[config.mk]
export PLATFORM = sky130hd
export DESIGN_NAME = vec_store_sequencer_flat
export DESIGN_NICKNAME = d
export VERILOG_FILES = /design/src/rtl/vec_store_sequencer_if.sv /design/src/rtl/vec_store_sequencer.sv /design/src/flat_wrapper.sv
export SDC_FILE = /design/constraint.sdc
export NUM_CORES = 1
export LEC_CHECK = 0
export BUFFER_PORTS_ARGS = -buffer_cell sky130_fd_sc_hd__buf_2
export CAP_MARGIN = 25
export CORE_MARGIN = 2
export CORE_UTILIZATION = 40
export CTS_CLUSTER_DIAMETER = 100
export DETAILED_ROUTE_END_ITERATION = 12
export PLACE_DENSITY = 0.63
export SYNTH_ARGS = -nofsm -noshare
export SYNTH_HDL_FRONTEND = slang
export SYNTH_SLANG_ARGS = --single-unit
[constraint.sdc]
create_clock -name clk -period 6.9 [get_ports clk]
set_input_delay 0.345 -clock clk [delete_from_list [all_inputs] [get_ports clk]]
set_output_delay 0.345 -clock clk [all_outputs]
set_load 0.01 [all_outputs]
[src/rtl/vec_store_sequencer_if.sv]
// Request and data-memory write bundle for vec_store_sequencer.
// The req_mask signal exists only when VSTORE_MASK_EN is defined.
interface vec_store_sequencer_if #(
   parameter int LANES = 5
);
   logic                  req_valid;
   logic                  req_ready;
   logic [31:0]           req_base;
   logic [3:0]            req_len;
   logic [LANES*32-1:0]   req_data;
`ifdef VSTORE_MASK_EN
   logic [LANES-1:0]      req_mask;
`endif
   logic                  mem_we;
   logic [31:0]           mem_adr;
   logic [31:0]           mem_wd;
   logic                  busy;
   logic                  done;

`ifdef VSTORE_MASK_EN
   modport master (
      output req_valid, req_base, req_len, req_data, req_mask,
      input  req_ready, mem_we, mem_adr, mem_wd, busy, done
   );
   modport slave (
      input  req_valid, req_base, req_len, req_data, req_mask,
      output req_ready, mem_we, mem_adr, mem_wd, busy, done
   );
`else
   modport master (
      output req_valid, req_base, req_len, req_data,
      input  req_ready, mem_we, mem_adr, mem_wd, busy, done
   );
   modport slave (
      input  req_valid, req_base, req_len, req_data,
      output req_ready, mem_we, mem_adr, mem_wd, busy, done
   );
`endif
endinterface

[src/rtl/vec_store_sequencer.sv]
// Serialises a LANES-wide vector store into single-word dmem writes, stalling the core via busy.
// Optional per-lane write mask enabled by defining VSTORE_MASK_EN.
module vec_store_sequencer #(
   parameter int LANES  = 5,
   parameter int STRIDE = 4
) (
   input  logic                  clk,
   input  logic                  reset,
   vec_store_sequencer_if.slave  bus
);
   typedef enum logic [1:0] {IDLE, WRITE, DONE} state_t;

   localparam logic [3:0]  LANES_L  = 4'(LANES);
   localparam logic [31:0] STRIDE_L = 32'(STRIDE);

   state_t                state_q;
   logic [3:0]            lane_q;
   logic [3:0]            len_q;
   logic [LANES*32-1:0]   data_q;
   logic                  mem_we_q;
   logic [31:0]           mem_adr_q;
   logic [31:0]           mem_wd_q;
   logic                  done_q;
   logic                  ready_q;
   logic                  busy_q;

   logic [3:0]            len_d;
   logic [31:0]           adr_d;
   logic                  first_we_d;
   logic                  next_we_d;

   assign len_d = (bus.req_len > LANES_L) ? LANES_L : bus.req_len;
   assign adr_d = mem_adr_q + STRIDE_L;

`ifdef VSTORE_MASK_EN
   logic [LANES-1:0]      mask_q;
   assign first_we_d = bus.req_mask[0];
   assign next_we_d  = mask_q[0];
`else
   assign first_we_d = 1'b1;
   assign next_we_d  = 1'b1;
`endif

   // Captured lanes are shifted down so the next word to write always sits in bits [31:0].
   always_ff @(posedge clk or posedge reset) begin
      if (reset) begin
         state_q   <= IDLE;
         lane_q    <= '0;
         len_q     <= '0;
         data_q    <= '0;
         mem_we_q  <= 1'b0;
         mem_adr_q <= '0;
         mem_wd_q  <= '0;
         done_q    <= 1'b0;
         ready_q   <= 1'b1;
         busy_q    <= 1'b0;
`ifdef VSTORE_MASK_EN
         mask_q    <= '0;
`endif
      end else begin
         case (state_q)
            IDLE: begin
               if (bus.req_valid) begin
                  mem_adr_q <= {bus.req_base[31:2], 2'b00};
                  mem_wd_q  <= bus.req_data[31:0];
                  data_q    <= bus.req_data >> 32;
                  lane_q    <= '0;
                  len_q     <= len_d;
                  ready_q   <= 1'b0;
                  busy_q    <= 1'b1;
`ifdef VSTORE_MASK_EN
                  mask_q    <= bus.req_mask >> 1;
`endif
                  if (len_d == 4'd0) begin
                     state_q  <= DONE;
                     done_q   <= 1'b1;
                     mem_we_q <= 1'b0;
                  end else begin
                     state_q  <= WRITE;
                     mem_we_q <= first_we_d;
                  end
               end
            end
            WRITE: begin
               if (lane_q == len_q - 4'd1) begin
                  state_q  <= DONE;
                  mem_we_q <= 1'b0;
                  done_q   <= 1'b1;
               end else begin
                  // Masked lanes still advance the address so timing matches the unmasked case.
                  lane_q    <= lane_q + 4'd1;
                  mem_adr_q <= adr_d;
                  mem_wd_q  <= data_q[31:0];
                  data_q    <= data_q >> 32;
                  mem_we_q  <= next_we_d;
`ifdef VSTORE_MASK_EN
                  mask_q    <= mask_q >> 1;
`endif
               end
            end
            DONE: begin
               state_q <= IDLE;
               done_q  <= 1'b0;
               ready_q <= 1'b1;
               busy_q  <= 1'b0;
            end
            default: begin
               state_q  <= IDLE;
               mem_we_q <= 1'b0;
               done_q   <= 1'b0;
               ready_q  <= 1'b1;
               busy_q   <= 1'b0;
            end
         endcase
      end
   end

   assign bus.req_ready = ready_q;
   assign bus.mem_we    = mem_we_q;
   assign bus.mem_adr   = mem_adr_q;
   assign bus.mem_wd    = mem_wd_q;
   assign bus.busy      = busy_q;
   assign bus.done      = done_q;
endmodule

[src/flat_wrapper.sv]
// flat-port wrapper written by rule: the top's interface ports become plain ports
module vec_store_sequencer_flat 
#(
   parameter int LANES  = 5,
   parameter int STRIDE = 4
)
  (clk, reset, bus_req_valid, bus_req_base, bus_req_len, bus_req_data, bus_req_ready, bus_mem_we, bus_mem_adr, bus_mem_wd, bus_busy, bus_done);
  vec_store_sequencer_if #(.LANES(LANES)) bus_i ();
  input  logic clk;
  input  logic reset;
  input wire logic [$bits(bus_i.req_valid)-1:0] bus_req_valid;
  input wire logic [$bits(bus_i.req_base)-1:0] bus_req_base;
  input wire logic [$bits(bus_i.req_len)-1:0] bus_req_len;
  input wire logic [$bits(bus_i.req_data)-1:0] bus_req_data;
  output wire logic [$bits(bus_i.req_ready)-1:0] bus_req_ready;
  output wire logic [$bits(bus_i.mem_we)-1:0] bus_mem_we;
  output wire logic [$bits(bus_i.mem_adr)-1:0] bus_mem_adr;
  output wire logic [$bits(bus_i.mem_wd)-1:0] bus_mem_wd;
  output wire logic [$bits(bus_i.busy)-1:0] bus_busy;
  output wire logic [$bits(bus_i.done)-1:0] bus_done;
  assign bus_i.req_valid = bus_req_valid;
  assign bus_i.req_base = bus_req_base;
  assign bus_i.req_len = bus_req_len;
  assign bus_i.req_data = bus_req_data;
  assign bus_req_ready = bus_i.req_ready;
  assign bus_mem_we = bus_i.mem_we;
  assign bus_mem_adr = bus_i.mem_adr;
  assign bus_mem_wd = bus_i.mem_wd;
  assign bus_busy = bus_i.busy;
  assign bus_done = bus_i.done;
  vec_store_sequencer #(.LANES(LANES), .STRIDE(STRIDE)) u_core (.clk(clk), .reset(reset), .bus(bus_i));
endmodule
# == Word-level counts from Yosys, hierarchy flattened ==
# Index checks and enable logic that the tools add are counted.
# totals
regBits,238
input_bits,199
output_inout_bits,68
wordCells,61
# op_classes
n_addsub,3
n_lt_le_gt_ge,1
n_eq_ne,7
mux,29
n_bitwise,2
n_reduce_logical,9
# op_table
operator,count
$mux 160,2
$pmux 160 s2,1
$mux 32,4
$pmux 32 s2,2
$add 32x3->32 const B,1
$mux 4,3
$mux 1,8
$pmux 4 s2,1
$reduce_and 2->1,4
$mux 2,3
$pmux 1 s2,3
$reduce_and 3->1,2
$add 4x1->4 const B,1
$eq 4x4->1,1
$gt 4x3->1 const B,1
$logic_not 4->1,1
$ne 2x1->1 const B,2
$ne 2x2->1 const B,2
$pmux 2 s2,1
$sub 4x1->4 const B,1
$pmux 1 s3,1
$eq 2x1->1 const B,1
$eq 2x2->1 const B,1
$logic_not 2->1,1
other kinds (2),3

# == Depth between registers and ports, before layout ==
# Gate-level depths: netlist (run 1).
# depth
word_depth,6
depth_mapped,11
ltp_nobuf,7

# == Worst setup path before layout (run 1) ==
# OpenSTA, ideal clock, no wires.
# synth_timing
path_type,reg2reg
start,"reg u_core.mem_adr_q[2], in the netlist u_core.bus.mem_adr[2]"
end,"reg u_core.mem_adr_q[20], in the netlist u_core.bus.mem_adr[20]"
setup_time_ps,99
arrival_ps,2036
required_time_ps,6801
path_slack_ps,4765
path_stages_with_launch,7
path_buffers,0
synth_period_minus_slack_ps,2135
path_cell_list,dfrtp_1 ha_1 nand4_1 nor4_1 and3_1 a211oi_1 a311oi_1
# synth_between
elab_chain_cells,3
# synth_rtl
element,line_no,text
"start, declared",vec_store_sequencer.sv:21,logic [31:0] mem_adr_q;
"start signal, assigned",vec_store_sequencer.sv:64,"mem_adr_q <= {bus.req_base[31:2], 2'b00};"
"start signal, assigned",vec_store_sequencer.sv:92,mem_adr_q <= adr_d;
$add 32x3->32,vec_store_sequencer.sv:33,assign adr_d = mem_adr_q + STRIDE_L;
$mux 32,vec_store_sequencer.sv:85,if (lane_q == len_q - 4'd1) begin
$pmux 32 s2,vec_store_sequencer.sv:61,case (state_q)
# Every way passes these cells. The select of a mux whose other input is x is not followed.
# A chain may end at the register's enable or synchronous reset.

# == Worst setup path after layout (run 1) ==
# layout_timing
start,reg u_core.state_q[0]
end,reg u_core.lane_q[2]
# layout_between
elab_chain_cells,3
elab_cells_between_ends,7
cone_classes,eq/ne: 3; mux: 1; reduce/logical: 3
# layout_rtl
element,line_no,text
"start, declared",vec_store_sequencer.sv:16,state_t state_q;
"start signal, assigned",vec_store_sequencer.sv:47,state_q <= IDLE;
"start signal, assigned",vec_store_sequencer.sv:75,state_q <= DONE;
"start signal, assigned",vec_store_sequencer.sv:79,state_q <= WRITE;
$eq 2x1->1 or $logic_not 2->1 (tied branches),vec_store_sequencer.sv:61,
$ne 2x2->1 (no line) or $reduce_bool 2->1 (tied branches),n/a,
$reduce_and 3->1 (no line),n/a,
"end signal, assigned",vec_store_sequencer.sv:91,lane_q <= lane_q + 4'd1;
"end, declared",vec_store_sequencer.sv:17,logic [3:0] lane_q;
# Parallel ways exist; a longest one is shown, timed or not.

==> impl_metrics.ini, run 1 <==
[timing]
fin_crit_ns = 3.256
finalClockSkew_ns = 0.01014
slew_headroom_pct = 28.94
tightest_slew_ns = 1.056
setup_viol = 0
rsz0062_at_grt = no
fmax_mhz = 307.1
finalSetupTns_ns = 0
finalHoldViolCount = 0
post-route-period-util_pct = 47.19
slew_violations = 0

[power]
leakage_uw = 0.005496
pwr-share-comb_pct = 46.0
peakVddDrop_uv = 585.9
switchingPower_uw = 2862
p_total_uw = 6477
internal_power_uw = 3615
netSwitchingFraction_pct = 44.19
p_clk_share_pct = 19.2
seq_power_share_pct = 34.8
pwr_density_cell_nw_per_um2 = 543.0

[cts]
insertion_delay_ns = 0.52
root_buffer = clkbuf_16
clk_path_buf_depth = 3
postCtsSetupBuffers = 0
cts_tree = yes
cts_sinks = 204
numCtsBuffers = 24
cts_hold_buf = 0
path_clk_slew_ns = 0.06
cts_max_level = 1
cts_resized = 0

[floorplanning]
core.rowCount = 57
start_util_pct = 40.31
dieHeight_um = 159.9
ios = 267
dieWidth_um = 159.9
coreArea_um2 = 24110
die_area_um2 = 25560

[cells_and_area]
drive_above_1_share_pct = 23.29
syn_to_final_growth_pct = 22.77
fin_nets = 1564
fillers = 2421

[run]
max_cap_violations = 0

[synthesis]
synth_area_um2 = 9717
synth_seq_cells = 204
synth_top_area_cell = dfrtp_1
synth_edf_count = 0
ys.flop_type = dfrtp_1
syn_area_per_cell_um2 = 8.449
synth.yosys.seq_area_share_pct = 52.55
yosysUniqueCellTypes = 58
synthCells = 1150
synth_top_area_share_pct = 52.28
ys_top_cells_by_area = dfrtp_1 52%, nand2_1 13%, a31oi_1 8.6%
synth-async-reset-ratio_pct = 100.0
yosys_warnings = 0

[global_route]
antenna_found_initial = 8
grtUsageTotal_pct = 22.29
grt_pass1_wl_um = 46160
grt_max_degree = 213
grt_pass1_vias = 8233
overflow = 0

[worst_setup_path]
worst-path-max-fanout = 78
critPathLaunchType = flop
cp-end-kind = flop
crit_required_ns = 7.27
crit_type = reg -> reg
arrival_ns = 3.63

[placed_design]
gp_congestion = 0.8819
post-dp-hpwl_um = 19510
io_buffers = 262

[min_path]
hold_path_class = in -> async

[route]
viasPerCell = 5.279
first_iter_violations = 878
wl_um = 29160
vias = 9022
ant_nets = 0
routedWlPerCell_um = 17.06
first_pass_iters = 6
drcViolationCount = 0

[status]
status = completed
==> synth_stat cells (2+ instances only) <==
| cell type | n |
|---|---|
| a211oi_1 | 2 |
| a21o_1 | 5 |
| a21oi_1 | 23 |
| a22oi_1 | 2 |
| a2bb2oi_1 | 4 |
| a311oi_1 | 4 |
| a31oi_1 | 133 |
| a41oi_1 | 2 |
| and3_1 | 7 |
| and4_1 | 2 |
| buf_1 | 3 |
| buf_2 | 17 |
| buf_4 | 13 |
| buf_6 | 8 |
| clkbuf_1 | 48 |
| dfrtp_1 | 203 |
| ha_1 | 3 |
| inv_1 | 7 |
| mux2i_1 | 4 |
| nand2_1 | 346 |
| nand3_1 | 20 |
| nand4_1 | 12 |
| nor2_1 | 150 |
| nor2b_1 | 3 |
| nor3_1 | 17 |
| nor4_1 | 8 |
| o211ai_1 | 3 |
| o21ai_0 | 46 |
| o21bai_1 | 2 |
| o22a_1 | 3 |
| o22ai_1 | 10 |
| o311ai_0 | 2 |
| o31ai_1 | 2 |
| o32ai_1 | 4 |
| or3_1 | 3 |
| or4_1 | 3 |
| xnor2_1 | 2 |
| xor2_1 | 4 |
==> worst max-delay path: stages, from the launching register on <==
cell and delay, ns:
dfrtp_1 0.54, nor2b_4 0.64, buf_4 0.67, buf_4 0.75, o211ai_1 0.22, xor2_1 0.18
nor2_1 0.05
==> placed cells by master (no fill, tap or decap), drive strengths merged, types with 3 or more instances in the layout <==
cell | synthesis | final
o22a | 3 | 3
nor4 | 8 | 8
nand2 | 347 | 347
mux2i | 4 | 4
o22ai | 10 | 10
and3 | 7 | 7
diode | 0 | 7
o21ai | 46 | 46
clkbuf | 49 | 34
a21o | 5 | 5
or3 | 3 | 3
xor2 | 4 | 4
a2bb2oi | 4 | 4
dfrtp | 203 | 203
a31oi | 133 | 133
nor3 | 17 | 17
nor2 | 150 | 150
a21oi | 23 | 23
ha | 3 | 3
nand3 | 20 | 20
o32ai | 4 | 4
nor2b | 3 | 3
buf | 41 | 275
nand4 | 12 | 12
o211ai | 3 | 3
a311oi | 4 | 4
or4 | 3 | 3
clkinv | 0 | 6
inv | 7 | 7
==> path summary, 6_finish.rpt <==
path	depth (start not counted)	slack, ns	start	endpoint
hold reg to reg	1	0.49	u_core.bus.busy	u_core.bus.busy
setup reg to reg	6	3.64	u_core.state_q[0]	u_core.lane_q[2]
hold / removal	2	0.02	reset	u_core.bus.mem_wd[21]
max in group asynchronous	4	5.64	reset	u_core.data_q[2]
setup / recovery	6	3.64	u_core.state_q[0]	u_core.lane_q[2]
min in group clk	3	0.04	bus_req_data[156]	u_core.data_q[124]
==> state kept, by name, indices dropped and copies added, names as in the netlist <==
signal,count
u_core.bus.mem_we,1
u_core.bus.busy,1
u_core.len_q,4
u_core.bus.mem_adr,30
u_core.state_q,2
u_core.bus.req_ready,1
u_core.bus.mem_wd,32
u_core.lane_q,4
u_core.bus.done,1
u_core.data_q,128
==> power groups by stage <==
stage | Clock (uW) | Combinational [uW] | Sequential (uW)
final | 1240 | 2980 | 2260
after global routing | 1320 | 3370 | 2340
after CTS | 1270 | 2990 | 2250
after detailed placement | 0 | 2990 | 2270
after global placement | 0 | 2930 | 2240
after floorplan | 0 | 2280 | 2230
==> cell type report <==
| class | instances | area (um2) | area share (%) |
|---|---|---|---|
| Clock buffer | 34 | 668.1 | 5.601 |
| Sequential cell | 204 | 5106 | 42.80 |
| Tap cell | 324 | 405.4 | 3.398 |
| Timing Repair Buffer | 275 | 1436 | 12.04 |
| Clock inverter | 8 | 101.3 | 0.8496 |
| Antenna cell | 7 | 17.52 | 0.1468 |
| Multi-Input combinational cell | 850 | 4160 | 34.88 |
| Inverter | 7 | 33.78 | 0.2832 |
==> metal layers <==
layer	track usage, %	wire length, um	up-vias
met2	31.40	12340	348
met4	7.535	746	2
met3	3.299	1883	50
met1	34.86	14180	4217
li1	-	-	4405
met5	0	11	-
==> through the flow <==
stage	utilization, %	area, um2	instances	hold slack (ns)	setup slack, ns
after global routing	49.49	11930	1709	0.03118	3.379
after CTS	49.30	11880	1701	0.01473	3.646
after floorplan	-	9721	1151	0.4607	0.9892
after global placement	46.07	11100	1657	0.4756	3.673
after detailed placement	46.11	11110	1659	0.4677	3.645
final	49.49	11930	1709	0.01730	3.644
==> cells by family (layout without fill, tap and decap cells) <==
kind of cell             after synthesis  after routing  synth area share (%)
AO/OA/AOI/OAI                        256            256                 16.56
XOR/XNOR                               7              7                0.7726
adder cells (fa/ha/maj)                3              3                0.3863
buffers and inverters                 97            324                 5.099
flip-flops                           204            204                 52.55
multiplexers                           5              5                0.5280
other                                  1              9               0.03859
AND/OR/NAND/NOR                      577            577                 24.07
No activity file was read; power rests on OpenSTA's default activity.
==> run 2, diff against run 1 <==
==> constraint.sdc (replaced) <==
create_clock -name clk -period 3.1 [get_ports clk]
set_input_delay 0.155 -clock clk [delete_from_list [all_inputs] [get_ports clk]]
set_output_delay 0.155 -clock clk [all_outputs]
set_load 0.01 [all_outputs]
==> impl_metrics.ini, run 2 (same netlist as run 1, synthesis figures left out) <==
[cells_and_area]
fin_util_pct = 58.27
final_common_cell = nand2_1
layout_common_cells = 345 x nand2_1, 262 x buf_2, 203 x dfrtp_1, 191 x dlygate4sd3_1, 150 x nor2_1
regMostFlops = u_core.data_q
drive_above_1_share_pct = 21.43
largest_register_ffs = 128
fin_nets = 1767
antenna_cells = 0
syn_to_final_growth_pct = 44.57

[cts]
root_buffer = clkbuf_16
path_clk_slew_ns = 0.06
numCtsBuffers = 23
cts_sinks = 204
cts_resized = 0
cts_max_level = 1
cts_tree = yes
insertion_delay_ns = 0.51
clk_path_buf_depth = 3
postCtsSetupBuffers = 0

[timing]
slew_violations = 0
rsz0062_at_grt = no
slew_headroom_pct = 37.59
finalSetupTns_ns = 0
post-route-period-util_pct = 83.30
finalHoldViolCount = 0
worst_slack_ns = 0.5177
fmax_mhz = 387.3
fin_crit_ns = 2.582
setup_viol = 0
tightest_slew_ns = 0.9276
finalClockSkew_ns = 0.01223

[floorplanning]
coreArea_um2 = 24110
dieWidth_um = 159.9
core.rowCount = 57
start_util_pct = 40.31
die_area_um2 = 25560
dieHeight_um = 159.9
ios = 267

[route]
routedWlPerCell_um = 16.80
drcViolationCount = 0
wl_um = 32020
first_pass_iters = 5
ant_nets = 0
viasPerCell = 5.209
first_iter_violations = 892
vias = 9929

[power]
peakVddDrop_uv = 573.0
pwr_density_cell_nw_per_um2 = 1068
leakage_uw = 0.006398
p_total_uw = 15000

[worst_setup_path]
cp-end-kind = flop
critPathLaunchType = flop
crit_type = reg -> reg
crit_required_ns = 3.49
arrival_ns = 2.98
max_stage_delay_ns = 0.60
r2r-end = u_core.len_q[0]
path_cells = nor2b_1 > nand2b_2 > buf_4 > a2111oi_0 > dlygate4sd3_1 > a21oi_1
r2r_start = u_core.state_q[1]
path_delay_family = buffers and inverters
worst-path-max-fanout = 16
cp_num_buf_inv = 2
crit_slowest_cell = dlygate4sd3_1
ff2ff_path_depth = 6
r2r_slack_ns = 0.52

[run]
max_cap_violations = 0

[placed_design]
gp_congestion = 0.9144
io_buffers = 262
pre_cts_slack_ns = 0.6499
post-dp-hpwl_um = 20260

[status]
status = completed

[global_route]
grtUsageTotal_pct = 24.37
grt_max_degree = 118
overflow = 0
grt_pass1_vias = 9800
antenna_found_initial = 0
grt_pass1_wl_um = 51090

[min_path]
hold_path.startpoint = bus_req_base[21]
whs_path_depth = 3
hold_path_class = in -> reg
hold-path-endpoint = u_core.bus.mem_adr[21]
## run 2: cell count changes in the layout (fill, tap and decap cells not counted), sizes merged
cell and change:
dlygate4sd3 +191, buf +13, clkinvlp +3, clkbuf +1, clkinv -3, diode -7
bufinv -1
## run 2: per-layer routing
metal / global-route usage [%] / vias to the layer above / wire length, um
met5: 0 / - / 0
met4: 6.183 / 0 / 631
met3: 3.143 / 52 / 1662
met2: 39.65 / 350 / 14900
met1: 34.72 / 4721 / 14830
li1: - / 4806 / -
## run 2: layout make-up
class	count	area, um2
Fill cell	2170	10060
Clock inverter	7	68.82
Clock buffer	35	720.7
Inverter	7	30.03
Sequential cell	204	5106
Multi-Input combinational cell	850	4160
Tap cell	324	405.4
Timing Repair Buffer	479	3556
## run 2: how the worst max path moves through the flow
stage | start | end | slack, ns | cells past startpoint
after global placement | u_core.len_q[0] | u_core.bus.mem_wd[24] | 0.74 | 9
final | u_core.state_q[1] | u_core.len_q[0] | 0.52 | 6
after CTS | u_core.state_q[1] | u_core.len_q[0] | 0.50 | 6
after global routing | u_core.state_q[1] | u_core.len_q[0] | 0.44 | 6
after floorplan | reset | u_core.bus.busy | 0.30 | 1
after detailed placement | u_core.len_q[0] | u_core.data_q[55] | 0.65 | 9
## run 2: power breakdown
group          internal [uW]  switching, uW  total (uW)
logic                   2730           4480        7210
clock network           1680           1100        2790
registers               4050            956        5010
## run 2: repair_timing
item | CTS | global route
hold buffers | 191 | 0
hold endpoints to repair | 223 | 0
endpoints found under the setup margin | 0 | 0
## run 2: per-stage QoR
stage | instances | area [um2] | hold slack, ns
final | 1906 | 14050 | 0.01450
after global routing | 1906 | 14050 | 0.01416
after CTS | 1905 | 14030 | 0.00009148
after detailed placement | 1672 | 11330 | 0.3631
after global placement | 1672 | 11330 | 0.3588
after floorplan | 1151 | 9724 | 0.2707
## run 2: tightest hold or removal path, delay by kind of cell
family | cells | cell delay (ns)
buffers and inverters | 1 | 0.11
AO/OA/AOI/OAI | 2 | 0.21
==> run 3, diff against run 2 <==
==> constraint.sdc (replaced) <==
create_clock -name clk -period 2.4 [get_ports clk]
set_input_delay 0.12 -clock clk [delete_from_list [all_inputs] [get_ports clk]]
set_output_delay 0.12 -clock clk [all_outputs]
set_load 0.01 [all_outputs]
==> impl_metrics.ini, run 3 (same netlist as run 1, synthesis figures left out) <==
[power]
peakVddDrop_uv = 649.5
seq_power_share_pct = 30.9
p_clk_share_pct = 17.1
netSwitchingFraction_pct = 42.92
internal_power_uw = 11800
switchingPower_uw = 8872
p_total_uw = 20670
pwr_density_cell_nw_per_um2 = 1429
pwr-share-comb_pct = 51.9
leakage_uw = 0.006621

[placed_design]
gp_congestion = 0.9156
io_buffers = 262
place_area_um2 = 11610
post-dp-hpwl_um = 21010

[cells_and_area]
final_common_cell = nand2_1
layout_common_cells = 345 x nand2_1, 262 x buf_2, 203 x dfrtp_1, 195 x dlygate4sd3_1, 150 x nor2_1
drive_above_1_share_pct = 22.96
largest_register_ffs = 128
syn_to_final_growth_pct = 48.87
fin_area_um2 = 14470
regArea_um2 = 5106
fillers = 2071
regMostFlops = u_core.data_q
fin_util_pct = 60.01
fin_nets = 1806
multi_input_area_um2 = 4165

[status]
status = completed

[floorplanning]
die_area_um2 = 25560
coreArea_um2 = 24110
start_util_pct = 40.31
dieWidth_um = 159.9
ios = 267
core.rowCount = 57
dieHeight_um = 159.9

[global_route]
grt_max_degree = 66
antenna_found_initial = 2
grtUsageTotal_pct = 25.27
grt_pass1_wl_um = 52320
overflow = 0
grt_pass1_vias = 9808

[worst_setup_path]
r2r_start = u_core.len_q[0]
cp-end-kind = flop
path_delay_family = buffers and inverters
startpoint = u_core.len_q[0]
worst-path-max-fanout = 21
crit_type = reg -> reg
crit_required_ns = 2.82
critPathLaunchType = flop
path_cells = inv_1 > ha_1 > xor2_1 > and3_4 > a31oi_4 > buf_12 > buf_4 > buf_12 > nor2_1 > a31oi_1
arrival_ns = 2.62
cp_num_buf_inv = 4
max_stage_delay_ns = 0.37
critPathMostFrequentCell = buf_12
crit_slowest_cell = dfrtp_1

[timing]
finalHoldViolCount = 0
fmax_mhz = 454.4
post-route-period-util_pct = 91.69
rsz0062_at_grt = no
tightest_slew_ns = 0.7309
slew_headroom_pct = 51.17
fin_crit_ns = 2.201
slew_violations = 0
finalClockSkew_ns = 0.01381
setup_viol = 0

[min_path]
hold_path_class = in -> reg
hold_path.startpoint = bus_req_base[24]

[cts]
root_buffer = clkbuf_16
path_clk_slew_ns = 0.06
clk_path_buf_depth = 3
numCtsBuffers = 23
insertion_delay_ns = 0.51
cts_max_level = 1
cts_tree = yes
cts_sinks = 204

[route]
first_pass_iters = 5
drcViolationCount = 0
wl_um = 33640
viasPerCell = 5.273
vias = 10261
ant_nets = 0
first_iter_violations = 1077
routedWlPerCell_um = 17.29

[run]
max_cap_violations = 0
==> run 3: cell count changes in the layout (fill, tap and decap cells not counted) <==
| cell | delta |
|---|---|
| buf_12 | +5 |
| clkinv_2 | +2 |
| dlygate4sd3_1 | +4 |
| inv_6 | -1 |
| buf_16 | +1 |
| diode_2 | +2 |
| clkbuf_16 | +3 |
| and3_1 | -1 |
| bufinv_16 | +1 |
| buf_4 | +26 |
| and3_4 | +1 |
| clkbuf_8 | -5 |
| clkbuf_1 | +2 |
==> run 3: what timing repair did <==
action                     in CTS  in global routing
setup endpoints to repair       0                107
hold buffers                  195                  0
setup buffers                   0                  7
hold endpoints to repair      208                  0
gates resized for setup         0                  3
==> run 3: metal layers <==
layer	vias to the layer above	GRT usage (%)	part of all wire, %
li1	4889	-	-
met1	4827	36.68	46
met2	469	39.47	45
met3	76	3.481	6.1
met4	0	7.862	3.0
met5	-	0	0
==> run 3: tightest hold or removal path, cell delays in order <==
cell       delay [ns]
buf_2            0.10
nor2_1           0.10
a31oi_1          0.05
a2bb2oi_1        0.12
==> run 3: power groups by stage <==
stage	clock, uW	combinational, uW	sequential, uW
2_1_floorplan	0	6560	6410
3_3_place_gp	0	9600	6330
3_5_place_dp	0	9780	6400
4_1_cts	3620	10100	6350
5_1_grt	3740	11800	6600
6_report	3550	10700	6390
==> run 3: path summary, 6_finish.rpt <==
path	endpoint	slack (ns)	cells past startpoint
min reg2reg	u_core.bus.busy	0.48	1
max	u_core.data_q[70]	0.20	10
max in group asynchronous	u_core.bus.req_ready	1.38	4
min	u_core.bus.mem_adr[24]	0.03	4
max reg2reg	u_core.data_q[70]	0.20	10
min in group asynchronous	u_core.bus.mem_adr[19]	0.29	3
==> run 3: stage by stage <==
stage	hold slack, ns	instances	setup TNS, ns	setup WS (ns)
6_report	0.03178	1946	0	0.1995
5_1_grt	0.04487	1946	0	0.09832
4_1_cts	0.01301	1934	0	0.03540
3_5_place_dp	0.2763	1698	0	0.06819
3_3_place_gp	0.2701	1698	0	0.1550
2_1_floorplan	0.2357	1151	-73.78	-0.3635
==> run 3: layout make-up <==
cell class	count	area share, %
well taps	324	2.803
diodes	2	0.03460
flip-flops and latches	204	35.30
multi-input cells	850	28.80
clock inverters	9	0.6920
repair buffers	518	27.61
inverters	7	0.2076
clock buffers	32	4.558
